$ cat config.mk
export PLATFORM = sky130hd
export DESIGN_NAME = led_pwm_ctrl
export DESIGN_NICKNAME = d
export VERILOG_FILES = /design/src/rtl/led_pwm_ctrl.sv
export SDC_FILE = /design/constraint.sdc
export NUM_CORES = 1
export LEC_CHECK = 0
export ABC_AREA = 1
export CAP_MARGIN = 20
export CORE_UTILIZATION = 40
export DETAILED_ROUTE_END_ITERATION = 8
export PLACE_DENSITY = 0.68
export REMOVE_ABC_BUFFERS = 1
export SYNTH_ARGS = -nofsm -noshare
export SYNTH_HDL_FRONTEND = slang
export SYNTH_SLANG_ARGS = --single-unit
$ cat constraint.sdc
create_clock -name clk -period 3.4 [get_ports clk]
set_clock_uncertainty 0.15 [all_clocks]
set_input_delay 0.68 -clock clk [delete_from_list [all_inputs] [get_ports clk]]
set_output_delay 0.68 -clock clk [all_outputs]
set_load 0.02 [all_outputs]
$ cat src/rtl/led_pwm_ctrl.sv
`default_nettype none
// ============================================================================
// Module   : led_pwm_ctrl
// Purpose  : Bus-mapped multi-channel LED PWM with static/blink/breathe modes.
//            Define LED_PWM_GAMMA_EN for a square-law comparator level.
// Revision : 1.0
// ============================================================================
module led_pwm_ctrl #(
    parameter int NCH      = 3,
    parameter int PWM_BITS = 8,
    parameter int PRE_BITS = 16
) (
    input  logic            clk,
    input  logic            reset_n,
    input  logic            cs,
    input  logic            we,
    input  logic [3:0]      addr,
    input  logic [31:0]     din,
    output logic [31:0]     dout,
    output logic [NCH-1:0]  pwm_out,
    output logic            frame
);
    localparam logic [PWM_BITS-1:0] C_CNT_MAX      = '1;
    localparam logic [PWM_BITS-1:0] C_LVL_ONE      = PWM_BITS'(1);
    localparam logic [PRE_BITS-1:0] C_PRE_ONE      = PRE_BITS'(1);
    localparam logic [7:0]          C_RATE_ONE     = 8'd1;
    localparam logic [3:0]          C_ADDR_CTRL    = 4'd0;
    localparam logic [3:0]          C_ADDR_STAT    = 4'd15;
    localparam logic [1:0]          C_MODE_BLINK   = 2'd1;
    localparam logic [1:0]          C_MODE_BREATHE = 2'd2;

    logic                 r_en;
    logic [PRE_BITS-1:0]  r_pre;
    logic [PRE_BITS-1:0]  r_pre_cnt;
    logic [PWM_BITS-1:0]  r_pwm_cnt;
    logic [NCH-1:0]       r_pwm_out;
    logic [31:0]          r_dout;
    logic                 w_wr;
    logic                 w_rd;
    logic                 w_frame;
    logic                 w_step;
    logic [NCH-1:0]       w_hit;
    logic [NCH-1:0][31:0] w_ch_rdata;
    logic [31:0]          w_rdata;
    logic                 w_unused_din;

    assign w_wr         = cs & we;
    assign w_rd         = cs & ~we;
    assign w_frame      = r_en && (r_pwm_cnt == C_CNT_MAX);
    assign w_step       = w_frame && (r_pre_cnt == '0);
    assign w_unused_din = ^din;

    always_ff @(posedge clk or negedge reset_n) begin
        if (!reset_n) begin
            r_en      <= 1'b0;
            r_pre     <= '0;
            r_pre_cnt <= '0;
            r_pwm_cnt <= '0;
            r_pwm_out <= '0;
            r_dout    <= '0;
        end else begin
            if (w_wr && (addr == C_ADDR_CTRL)) begin
                r_en  <= din[0];
                r_pre <= din[PRE_BITS+15:16];
            end
            if (r_en) begin
                r_pwm_cnt <= r_pwm_cnt + C_LVL_ONE;
            end
            // PRE is only sampled on reload, so a running countdown is untouched
            if (w_frame) begin
                r_pre_cnt <= (r_pre_cnt == '0) ? r_pre : (r_pre_cnt - C_PRE_ONE);
            end
            r_pwm_out <= r_en ? w_hit : '0;
            if (w_rd) begin
                r_dout <= w_rdata;
            end
        end
    end

    for (genvar n = 0; n < NCH; n++) begin : g_ch
        localparam logic [3:0] C_ADDR = 4'(n + 1);

        logic [PWM_BITS-1:0] r_duty;
        logic [PWM_BITS-1:0] r_lvl;
        logic [1:0]          r_mode;
        logic [7:0]          r_rate;
        logic [7:0]          r_rate_cnt;
        logic                r_dir;      // 1 while breathing downward
        logic                w_sel;
        logic                w_ch_step;
        logic [PWM_BITS-1:0] w_lvl_inc;
        logic [PWM_BITS-1:0] w_lvl_dec;
        logic [PWM_BITS-1:0] w_cmp;
        logic [31:0]         w_rd_word;

        assign w_sel     = w_wr && (addr == C_ADDR);
        assign w_ch_step = w_step && (r_rate_cnt == 8'd0);
        assign w_lvl_inc = r_lvl + C_LVL_ONE;
        assign w_lvl_dec = r_lvl - C_LVL_ONE;

        always_ff @(posedge clk or negedge reset_n) begin
            if (!reset_n) begin
                r_duty     <= '0;
                r_lvl      <= '0;
                r_mode     <= 2'd0;
                r_rate     <= 8'd0;
                r_rate_cnt <= 8'd0;
                r_dir      <= 1'b0;
            end else if (w_sel) begin
                r_duty     <= din[PWM_BITS-1:0];
                r_mode     <= din[9:8];
                r_rate     <= din[23:16];
                r_rate_cnt <= din[23:16];
                r_lvl      <= '0;
                r_dir      <= 1'b0;
            end else if (w_frame) begin
                if (w_step) begin
                    r_rate_cnt <= (r_rate_cnt == 8'd0) ? r_rate : (r_rate_cnt - C_RATE_ONE);
                end
                case (r_mode)
                    C_MODE_BLINK: begin
                        if (w_ch_step) begin
                            r_lvl <= (r_lvl == '0) ? r_duty : '0;
                        end
                    end
                    C_MODE_BREATHE: begin
                        if (w_ch_step) begin
                            if (r_duty == '0) begin
                                r_lvl <= '0;
                                r_dir <= 1'b0;
                            end else if (!r_dir && (r_lvl < r_duty)) begin
                                r_lvl <= w_lvl_inc;
                                r_dir <= (w_lvl_inc == r_duty);
                            end else if (r_lvl != '0) begin
                                r_lvl <= w_lvl_dec;
                                r_dir <= (w_lvl_dec != '0);
                            end else begin
                                r_lvl <= C_LVL_ONE;
                                r_dir <= 1'b0;
                            end
                        end
                    end
                    default: r_lvl <= r_duty;
                endcase
            end
        end

`ifdef LED_PWM_GAMMA_EN
        logic [2*PWM_BITS-1:0] w_lvl_ext;
        logic [2*PWM_BITS-1:0] w_sq;
        logic                  w_unused_sq;
        assign w_lvl_ext   = {{PWM_BITS{1'b0}}, r_lvl};
        assign w_sq        = w_lvl_ext * w_lvl_ext;
        assign w_cmp       = w_sq[2*PWM_BITS-1:PWM_BITS];
        assign w_unused_sq = ^w_sq[PWM_BITS-1:0];
`else
        assign w_cmp = r_lvl;
`endif

        assign w_hit[n] = (r_pwm_cnt < w_cmp);

        always_comb begin
            w_rd_word                 = '0;
            w_rd_word[PWM_BITS-1:0]   = r_duty;
            w_rd_word[9:8]            = r_mode;
            w_rd_word[23:16]          = r_rate;
        end
        assign w_ch_rdata[n] = w_rd_word;
    end

    always_comb begin
        w_rdata = '0;
        if (addr == C_ADDR_CTRL) begin
            w_rdata[0]              = r_en;
            w_rdata[PRE_BITS+15:16] = r_pre;
        end else if (addr == C_ADDR_STAT) begin
            w_rdata[PWM_BITS-1:0] = r_pwm_cnt;
        end else begin
            for (int i = 0; i < NCH; i++) begin
                if (addr == 4'(i + 1)) begin
                    w_rdata = w_ch_rdata[i];
                end
            end
        end
    end

    assign dout    = r_dout;
    assign pwm_out = r_pwm_out;
    assign frame   = w_frame;

endmodule
`default_nettype wire

# Yosys cells after proc, flatten, opt, wreduce, memory -nomap -nowiden
# Cells that the tools add are included.
# word_totals
latchBits	0
memories	0
regBits	181
wordCells	187
mem_bits_ro	0
out_inout_bits	36
mem_bits_rw	0
# classes
add_sub_neg	11
n_shift	0
bitwise	3
eq_ne	20
magnitude_cmp	6
muxes	70
div	0
multipliers	0
n_reduce_logical	53
# op_table
cell	n
$mux W8	37
$logic_not A8 Y1	9
$mux W32	2
$lt A8 B8 Y1	6
$mux W24	2
$pmux W8 S2	3
$reduce_bool A8 Y1	6
$sub A8 B1 Y8 const B	6
$add A8 B1 Y8 const B	4
$mux W16	2
$eq A8 B8 Y1	3
$reduce_bool A2 Y1	12
$mux W1	22
$ne A3 B3 Y1 const B	6
$reduce_and A3 Y1	6
$logic_not A16 Y1	1
$sub A16 B1 Y16 const B	1
$mux W15	1
$logic_and A1 B1 Y1	12
$eq A4 B2 Y1 const B	2
$eq A8 B8 Y1 const B	1
$eq A2 B1 Y1 const B	3
$eq A2 B2 Y1 const B	3
$reduce_and A2 Y1	3
other kinds (7)	10

# Depth between registers and ports, before layout
# Gate-level depths: netlist (run 1).
# logic_depth
word_depth	9
depth_mapped	14
ltp_nobuf	13

# Worst setup path after synthesis (run 1)
# Ideal clock, no wire load.
# synth_path
kind	reg-to-output
from	register r_pwm_cnt[0]
to	output frame
t_arrival_ps	1358
n_path_buf	2
path_slack_ps	1212
path_stages_with_launch	8
t_required_ps	2570
path_cell_list	dfrtp_1 ha_1 nand2_2 nor2_4 nand3_2 buf_2 inv_2 buf_4
# synth_between
elab_chain_len	2
# synth_lines
item	line_no	text
start: declaration	35	logic [PWM_BITS-1:0] r_pwm_cnt;
start signal: assignment	67	r_pwm_cnt <= r_pwm_cnt + C_LVL_ONE;
$eq A8 B8 Y1	49	assign w_frame = r_en && (r_pwm_cnt == C_CNT_MAX);
$logic_and A1 B1 Y1	49	
end: declaration	21	output logic frame
# No other way between the ends.

# Final worst setup path (run 1)
# layout_path
from	register r_pwm_cnt[1]
to	output frame
# Same word-level chain as after synthesis.

==> results by group, run 1 <==
Drt
  – Via density: 5.419
  – Vias post-DR: around 12000
  – DRT antenna net count: 0
  – Drt pass-1 iters: 6
  – Final Routed Wirelength: approximately 37000 microns
  – Wire per inst: 16.79 microns
  – DRT iter0 DRCs: 959
  – Residual DRC: 0

Die
  – Die Area: 0.03125 sq mm
  – Core box area: 0.02987 sq mm
  – # rows: 63
  – IO Pins: 76
  – DIE HEIGHT: 176.8 microns
  – Initial core utilization: between 40% and 50%
  – Chip width: 176.8 microns

Critical path
  – WP data required: around 2.6 ns
  – Startpoint types: flop
  – Top delay family on crit path: buffers and inverters
  – CP peak stage delay: approximately 0.60 ns
  – CP endpoint kind: output pin
  – Crit-path cells: ha_1 -> nand2_2 -> nor2_4 -> nand3_2 -> inv_2 -> clkdlybuf4s50_1
  – Crit-path max FO: 6
  – Crit path buf inv count: 2
  – Crit path kind: reg2out
  – Critical path's slowest cell: clkdlybuf4s50_1
  – WP data arrival: roughly 2.4 ns

Clock network
  – Post-CTS resize count: 0
  – CTS Buffer Depth: 2
  – CTS Sinks: approximately 180
  – TritonCTS buffer count: 17
  – Setup Buffers After CTS: 0
  – Clock Latency Late Sink: between 0.4 and 0.5 ns
  – CTS Root Cell: clkbuf_16
  – H-Tree Depth: 4
  – Clk slew on worst S/H paths: around 0.070 ns
  – Hold_buf cts: 0
  – CTS tree: yes

Logic synthesis
  – Synth top area share: 35.84%
  – Syn avg cell area: a little over 7 sq um
  – Netlist Area Pre-Place: between 0.01 and 0.015 sq mm
  – Cell taking the most area after synthesis: dfrtp_1
  – Register area share after synthesis: between 30% and 40%
  – Area contributors post-synth: dfrtp_1 36%, nand2_1 15%, ha_1 7.4%
  – Count of cell types in the netlist: 49
  – YS warnings: 0
  – Number of flops mapped to enable cells by yosys: 0
  – Synth Instances: between 1500 and 2000
  – Top FF cell, synth: dfrtp_1
  – Ys async rst share: 100.0%
  – Seq cells post-synth: roughly 180

STA
  – RSZ-0062 raised after global routing: no
  – Final hold slack: 0.09376 ns
  – Slew Limit Fails: 0
  – Max Fclk: 310.8 MHz
  – Final Cycle Share: between 90% and 100%
  – Worst slew pin tran: around 1 ns
  – Endpoints failing setup: 0
  – Setup TNS: 0 ns
  – Slew margin rel.: about a third
  – Hold Vio Cnt, Final: 0
  – Post-route setup slack: ~0.18 ns
  – Tmin final: approximately 3.2 ns

GRT
  – Number of global-route vias before repair: around 11000
  – First-pass GRT wire length: roughly 59000 microns
  – Total GRT Usage: 24.18%
  – Initial antenna violation count: 0
  – Largest net degree at the start of global routing: 70
  – Grt total ovfl: 0

Run status
  – Status: finished, final reports clean

Cells and area
  – Diode count: 0
  – Share of layout cells above drive strength 1: 6.403%
  – Core Util, Final: around 46%
  – Commonest non-fill, non-tap cell in the layout: nand2_1
  – Post-route cell area: roughly 0.014 sq mm
  – Area Growth Syn to Fin: 13.58%
  – Final nets: 1895
  – Post-route insts no fill: about 2200
  – Fillers: 2992
  – Most frequent cells in the layout: 487 x nand2_1, 186 x inv_1, 175 x dfrtp_1

Power
  – Pwr Density: 606.3 mW/mm^2
  – VDD IR max: roughly 350 uV
  – Final Total Pwr: between 8 and 9 mW
  – Lkg Pwr: between 6 and 7 nW

Placement
  – Inst Count DP: around 2200
  – Place WS: around 0.27 ns
  – Port-buffer cells: 63
  – HPWL Detailed: about 28000 microns
  – Routability cong.: 0.9338
  – Area after DPL: between 0.01 and 0.015 sq mm

Hold path
  – Worst hold-check path type: in2async

Flow run
  – MaxCap Viol Count: 0
-- cells in the mapped netlist (5+ instances only) --
| library cell | instances |
|---|---|
| o221ai_1 | 8 |
| xnor2_1 | 5 |
| inv_2 | 11 |
| a31oi_1 | 12 |
| o211ai_1 | 20 |
| nor3_1 | 11 |
| nand3_1 | 156 |
| a21oi_1 | 60 |
| o22ai_1 | 24 |
| nand4_1 | 51 |
| nand2_2 | 7 |
| ha_1 | 72 |
| inv_1 | 186 |
| dfrtp_1 | 175 |
| nor2_4 | 5 |
| o21ai_0 | 131 |
| xor2_1 | 18 |
| o21bai_1 | 5 |
| clkbuf_1 | 18 |
| clkinv_1 | 6 |
| nor2_2 | 11 |
| o21ai_2 | 5 |
| mux2_2 | 5 |
| buf_4 | 10 |
| nor2_1 | 161 |
| nand2_1 | 487 |
| buf_2 | 21 |
-- area by class of cell --
cell class                 instances  area [sq um]  share of cell area (%)
clock inverter                    12         175.2                   1.262
tap                              390         488.0                   3.516
timing repair buffer              85         809.5                   5.833
inverter                         203         762.0                   5.490
sequential                       175          4379                   31.55
multi-input combinational       1301          6818                   49.13
clock buffer                      20         446.7                   3.219
-- flip-flops by register name, summed over array words and instances, names as in the netlist --
name and cells:
r_pre 16, r_pwm_cnt 8, g_ch.r_mode 6, g_ch.r_lvl 24, g_ch.r_rate 24, g_ch.r_dir 3, dout 26, g_ch.r_rate_cnt 24
r_en 1, g_ch.r_duty 24, pwm_out 3, r_pre_cnt 16
-- layer usage --
layer | up-vias | global-route usage (%) | routed length (microns)
met1 | 5594 | 34.77 | 17390
met2 | 379 | 37.60 | 16340
met3 | 52 | 3.436 | 2210
met5 | - | 0 | 0
met4 | 0 | 6.932 | 770
li1 | 5822 | - | -
-- final timing paths --
path                                              start                                 to  slack, ns  cells after the start
max reg2reg                g_ch[2].r_lvl[0]$_DFFE_PN0P_          g_ch[2].r_dir$_DFFE_PN0P_       0.65                     12
max                            r_pwm_cnt[1]$_DFFE_PN0P_                              frame       0.18                      6
min in group clk                   dout[25]$_DFFE_PN0P_               dout[25]$_DFFE_PN0P_       0.34                      2
max in group asynchronous                       reset_n      g_ch[0].r_duty[1]$_DFFE_PN0P_       2.18                      2
min reg2reg                        dout[25]$_DFFE_PN0P_               dout[25]$_DFFE_PN0P_       0.34                      2
min                                             reset_n  g_ch[2].r_rate_cnt[7]$_DFFE_PN0P_       0.09                      1
-- worst reg2reg max path, cell delays in order (launching register included) --
cell and delay (ns):
dfrtp_1 0.55, clkinv_1 0.40, ha_1 0.31, o21bai_1 0.13, nand2_1 0.06, nand2_1 0.07
nand2_1 0.18, nand3_1 0.32, nand2_1 0.14, nor2_1 0.17, nor2_1 0.05, nand2_1 0.06
nand2_1 0.05
-- power breakdown --
group	leakage [nW]	total [mW]	switching, mW	internal (mW)
sequential	2.20	3.01	0.519	2.49
combinational	4.49	3.30	2.09	1.21
clock	0.305	2.11	0.912	1.20
total	6.99	8.41	3.52	4.90
-- kinds of logic after synthesis --
logic type	Yosys count	share of synthesized area, %
XOR/XNOR	23	1.649
AND/OR/NAND/NOR	906	32.16
AO/OA/AOI/OAI	285	13.45
flip-flops	175	35.84
multiplexers	9	0.9523
adder cells (fa/ha/maj)	72	7.372
other	1	0.03069
buffers and inverters	255	8.540
(Power assumes the default switching activity.)
==> run 2, diff against run 1 <==
CORE_UTILIZATION = 47   (was 40)
PLACE_DENSITY = 0.77   (was 0.68)
==> run 2 against run 1 <==
First-iteration DRC count increased by 19%. Critical path depth unchanged. Wire length decreased by 3.2%. Register-to-register slack improved by 0.06 ns. Die area decreased by 15%. Core utilization increased by 7.8 points. Largest cell class unchanged. Sequential power increased by 2%. Global-route usage increased by 3.6 points. Via count increased by 1.4%. Final area decreased by 0.98%. Combinational power decreased by 3%. Highest routed layer unchanged.
==> results by group, run 2 (synthesis gave the netlist of run 1 again) <==
Run status
  – Status: finished, final reports clean

Clock network
  – CTS Sinks: about 180
  – CTS tree: yes
  – TritonCTS buffer count: 17
  – Post-CTS resize count: 0
  – CTS Buffer Depth: 2
  – H-Tree Depth: 4
  – Setup Buffers After CTS: 0
  – Clk slew on worst S/H paths: roughly 0.07 ns
  – Hold_buf cts: 0
  – CTS Root Cell: clkbuf_16
  – Clock Latency Late Sink: between 0.4 and 0.5 ns

Die
  – Die Area: ~0.027 sq mm
  – Core box area: 0.02533 sq mm
  – DIE HEIGHT: 163.2 microns
  – Initial core utilization: about 48%
  – # rows: a little under 60
  – IO Pins: 76
  – Chip width: between 150 and 200 microns

Critical path
  – Crit path kind: reg2out
  – Startpoint types: flop
  – Reg2reg setup slack: 0.71 ns
  – Crit-path max FO: 7
  – WP data arrival: 2.37 ns
  – Critical path's slowest cell: clkdlybuf4s50_1
  – CP peak stage delay: between 0.6 and 0.7 ns
  – CP endpoint kind: output pin
  – Crit-path cells: ha_1 -> nand2_2 -> nor2_4 -> nand3_2 -> inv_2 -> clkdlybuf4s50_1
  – WP data required: approximately 2.6 ns

Power
  – Pwr Density: between 600 and 700 mW/mm^2
  – Logic pwr share: about two fifths
  – Flop pwr share: 36.7%
  – Internal power: between 4 and 5 mW
  – Switching power: around 3.5 mW
  – Net Sw Frac: 41.69%
  – Clock power frac: around a quarter
  – Final Total Pwr: roughly 8.3 mW
  – VDD IR max: approximately 360 uV
  – Lkg Pwr: approximately 7.0 nW

GRT
  – Total GRT Usage: 27.81%
  – Initial antenna violation count: 0
  – Number of global-route vias before repair: around 11000
  – First-pass GRT wire length: a little under 60000 microns
  – Grt total ovfl: 0
  – Largest net degree at the start of global routing: 77

Drt
  – Drt pass-1 iters: 6
  – Via density: 5.669
  – Vias post-DR: around 12000
  – Final Routed Wirelength: 35540 microns
  – DRT iter0 DRCs: 1144
  – Wire per inst: approximately 17 microns
  – DRT antenna net count: 0
  – Residual DRC: 0

Cells and area
  – Core Util, Final: a little over half
  – Largest register FFs: 26
  – Final nets: between 1500 and 2000
  – Area Growth Syn to Fin: 12.46%
  – Commonest non-fill, non-tap cell in the layout: nand2_1
  – Share of layout cells above drive strength 1: 6.149%
  – Most frequent cells in the layout: 487 x nand2_1, 186 x inv_1, 175 x dfrtp_1
  – Post-route insts no fill: ~2100
  – Post-route cell area: between 0.01 and 0.015 sq mm
  – Fillers: between 2000 and 2500
  – Diode count: 0

STA
  – Tmin final: around 3.2 ns
  – Final hold slack: approximately 0.1 ns
  – RSZ-0062 raised after global routing: no
  – Worst slew pin tran: 0.7592 ns
  – Endpoints failing setup: 0
  – Max Fclk: 312.7 MHz
  – Slew margin rel.: approximately 49%
  – Final Cycle Share: 94.06%
  – Post-route setup slack: approximately 0.20 ns
  – Hold Vio Cnt, Final: 0
  – Slew Limit Fails: 0
  – Setup TNS: 0 ns

Placement
  – Routability cong.: around 1
  – Port-buffer cells: 63
  – Place WS: ~0.18 ns
  – Area after DPL: roughly 0.013 sq mm
  – HPWL Detailed: 26920 microns
  – Inst Count DP: 2088

Flow run
  – MaxCap Viol Count: 0

Hold path
  – Worst hold-check path type: in2async
[run 2: changes by cell type in the layout (fill, tap and decap cells not counted)]
| cell | previous run | this run |
|---|---|---|
| buf_4 | 21 | 16 |
| clkbuf_1 | 2 | 0 |
| clkinvlp_4 | 0 | 2 |
| inv_6 | 4 | 2 |
| inv_8 | 1 | 3 |
| buf_12 | 1 | 0 |
| clkinv_8 | 1 | 0 |
[run 2: worst max-delay path: cells and delay by family (launching register included)]
kind / cells / cell delay (ns)
buffers and inverters: 2 / 0.73
adder cells (fa/ha/maj): 1 / 0.25
AND/OR/NAND/NOR: 3 / 0.38
flip-flops: 1 / 0.58
[run 2: final timing paths]
check / start / to / depth (start not counted)
worst min register to register: dout[24]$_DFFE_PN0P_ / dout[24]$_DFFE_PN0P_ / 2
worst max-delay path: r_pwm_cnt[0]$_DFFE_PN0P_ / frame / 6
worst min-delay path: reset_n / g_ch[2].r_rate[3]$_DFFE_PN0P_ / 1
worst max register to register: r_pwm_cnt[0]$_DFFE_PN0P_ / g_ch[2].r_lvl[1]$_DFFE_PN0P_ / 8
max in group asynchronous: reset_n / g_ch[2].r_lvl[6]$_DFFE_PN0P_ / 2
min in group clk: dout[24]$_DFFE_PN0P_ / dout[24]$_DFFE_PN0P_ / 2
[run 2: power by group through the flow]
stage          Clock [mW]  Sequential, mW  Combinational [mW]
2_1_floorplan           0            2.90                2.32
3_3_place_gp            0            3.07                3.06
3_5_place_dp            0            3.07                3.15
4_1_cts              2.11            3.04                3.17
5_1_grt              2.20            3.12                3.66
6_report             2.09            3.06                3.19
[run 2: routing by layer]
layer	GRT usage, %	up-vias	share of wire (%)
li1	-	5823	-
met4	9.686	0	2.8
met5	0	-	0
met1	39.17	5635	45
met2	43.41	475	45
met3	4.012	79	7.6
[run 2: final cells by class]
type | count | area [sq um] | share of cell area (%)
multi-input cells | 1301 | 6818 | 49.61
flip-flops and latches | 175 | 4379 | 31.87
inverters | 203 | 762.0 | 5.545
repair buffers | 79 | 752.0 | 5.472
clock buffers | 18 | 439.2 | 3.196
well taps | 330 | 412.9 | 3.005
clock inverters | 13 | 178.9 | 1.302
==> run 3, diff against run 2 <==
--- a/config.mk
+++ b/config.mk
@@ -12,4 +12,5 @@
 export PLACE_DENSITY = 0.77
 export REMOVE_ABC_BUFFERS = 1
+export SLEW_MARGIN = 20
 export SYNTH_ARGS = -nofsm -noshare
 export SYNTH_HDL_FRONTEND = slang
--- a/constraint.sdc
+++ b/constraint.sdc
@@ -3,3 +3,3 @@
 set_input_delay 0.68 -clock clk [delete_from_list [all_inputs] [get_ports clk]]
 set_output_delay 0.68 -clock clk [all_outputs]
-set_load 0.02 [all_outputs]
+set_load 0.1 [all_outputs]
==> run 3 against run 2 <==
Register-to-register slack worse by 0.05 ns. Total power rose by 2.0%. Clock power fell by 4%. Maximum frequency rose by 9.2%. Cell count about the same. Worst hold slack improved by 0.058 ns. Core utilization shrank 0.28 points. Sequential share of layout area up 0.16 points. Wire length down 1.2%. Flip-flop and latch count is the same. First-iteration DRC count down 0.44%.
==> results by group, run 3 (synthesis gave the netlist of run 1 again) <==
Run status
  – Status: finished, final reports clean

Drt
  – DRT iter0 DRCs: between 1000 and 1500
  – Detail Route met3 WL: 2806 microns
  – Vias post-DR: approximately 12000
  – Wire per inst: between 15 and 20 microns
  – M1 WL: about 16000 microns
  – Top routing layer in use: met4
  – DRT antenna net count: 0
  – DR WL met2: 15690 microns
  – Drt pass-1 iters: 8
  – Residual DRC: 0
  – Via density: around 5.7
  – Final Routed Wirelength: 35110 microns

Power
  – Flop pwr share: a little over a third
  – Lkg Pwr: approximately 7 nW
  – Switching power: roughly 3.7 mW
  – Pwr Density: between 600 and 700 mW/mm^2
  – Clock power frac: a little under a quarter
  – Internal power: about 4.8 mW
  – Logic pwr share: roughly 40%
  – Net Sw Frac: 43.82%
  – VDD IR max: around 390 uV

Critical path
  – Reg2reg setup slack: between 0.6 and 0.7 ns
  – WP data arrival: about 2.1 ns
  – Crit-path max FO: 17
  – Startpoint types: flop
  – Crit-path cells: ha_1 -> nand2_2 -> nor2_4 -> nand3_2 -> inv_2 -> buf_12
  – CP peak stage delay: roughly 0.55 ns
  – CP endpoint kind: output pin
  – Crit path kind: reg2out
  – Critical path's slowest cell: dfrtp_1
  – WP data required: 2.57 ns

STA
  – RSZ-0062 raised after global routing: no
  – Setup TNS: 0 ns
  – Post-route setup slack: between 0.4 and 0.5 ns
  – Endpoints failing setup: 0
  – Worst slew pin tran: approximately 0.81 ns
  – Max Fclk: around 340 MHz
  – Slew Limit Fails: 0
  – Hold Vio Cnt, Final: 0
  – Tmin final: between 2 and 3 ns
  – Slew margin rel.: between 40% and 50%
  – Final Cycle Share: around 86%

Clock network
  – CTS Buffer Depth: 2
  – CTS tree: yes
  – Post-CTS resize count: 0
  – Clock Latency Late Sink: 0.44 ns
  – Clk slew on worst S/H paths: around 0.07 ns
  – Hold_buf cts: 0
  – H-Tree Depth: 4
  – CTS Root Cell: clkbuf_16
  – CTS Sinks: 175
  – TritonCTS buffer count: 17
  – Setup Buffers After CTS: 0

Die
  – Initial core utilization: between 40% and 50%
  – Chip width: roughly 160 microns
  – DIE HEIGHT: 163.2 microns
  – Core box area: between 0.02 and 0.03 sq mm
  – # rows: slightly below 60
  – IO Pins: 76
  – Die Area: between 0.02 and 0.03 sq mm

Cells and area
  – Share of layout cells above drive strength 1: under 10%
  – Diode count: 0
  – Area Growth Syn to Fin: 11.89%
  – Fillers: 2428
  – Final nets: ~1900
  – Commonest non-fill, non-tap cell in the layout: nand2_1
  – Most frequent cells in the layout: 487 x nand2_1, 186 x inv_1, 175 x dfrtp_1
  – Core Util, Final: a little over half
  – Area occupied by registers: ~0.0044 sq mm
  – Largest register FFs: 26
  – Area taken by multi-input logic gates: 0.006818 sq mm

Hold path
  – Worst hold-check path type: in2async

Placement
  – HPWL Detailed: approximately 27000 microns
  – Routability cong.: about 0.99
  – Port-buffer cells: between 60 and 70
  – Place WS: 0.1403 ns

Flow run
  – MaxCap Viol Count: 0

GRT
  – First-pass GRT wire length: about 58000 microns
  – Total GRT Usage: around 28%
  – Largest net degree at the start of global routing: 85
  – Number of global-route vias before repair: between 10000 and 15000
  – Grt total ovfl: 0
  – Initial antenna violation count: 0
[run 3: cell types whose count changed in the layout (fill, tap and decap cells not counted)]
cell             delta
clkdlybuf4s50_1    -30
buf_4              +25
buf_12              +3
clkinv_4            +2
inv_8               -2
bufinv_16           -1
clkbuf_1            +1
clkinv_2            +1
clkinv_8            +1
clkinvlp_4          -1
[run 3: cell type report]
class                      count  area share [%]
sequential                   175           32.03
clock buffer                  19           3.240
timing repair buffer          77           5.116
clock inverter                13           1.153
multi-input combinational   1301           49.87
tap                          330           3.020
inverter                     203           5.573
[run 3: through the flow]
step	instance area (sq um)	hold slack [ns]	std cells	total power, mW
floorplan	11960	0.2344	1679	5.479
global placement	13070	0.3175	2086	6.358
detailed placement	13070	0.3170	2086	6.458
CTS	13670	0.1946	2118	8.478
global route	13670	0.2226	2118	9.156
finish	13670	0.1566	2118	8.508
[run 3: per-layer routing]
layer	up-vias	track usage, %
met3	69	5.028
met1	5630	39.19
met5	-	0
met4	0	9.006
met2	483	41.99
li1	5815	-
[run 3: worst max-delay path: cells and delay by family (launching register included)]
family / cells / cell delay (ns)
buf+inv: 2 / 0.51
fa+ha+maj: 1 / 0.25
flops: 1 / 0.55
simple gates: 3 / 0.34
[run 3: power groups by stage]
stage          combinational [mW]  clock (mW)  sequential (mW)
4_1_cts                      3.41        2.04             3.03
6_report                     3.44        2.01             3.06
3_3_place_gp                 3.29           0             3.06
3_5_place_dp                 3.39           0             3.07
5_1_grt                      3.93        2.12             3.10
2_1_floorplan                2.35           0             3.13
[run 3: worst paths after layout]
path                                                   start                             to  cells past startpoint
worst min register to register          dout[25]$_DFFE_PN0P_           dout[25]$_DFFE_PN0P_                      2
worst max register to register  g_ch[0].r_lvl[0]$_DFFE_PN0P_      g_ch[0].r_dir$_DFFE_PN0P_                     12
worst max-delay path                r_pwm_cnt[1]$_DFFE_PN0P_                          frame                      6
worst min-delay path                                 reset_n           r_pre[6]$_DFFE_PN0P_                      1
min in group clk                        dout[25]$_DFFE_PN0P_           dout[25]$_DFFE_PN0P_                      2
max in group asynchronous                            reset_n  g_ch[2].r_duty[3]$_DFFE_PN0P_                      2
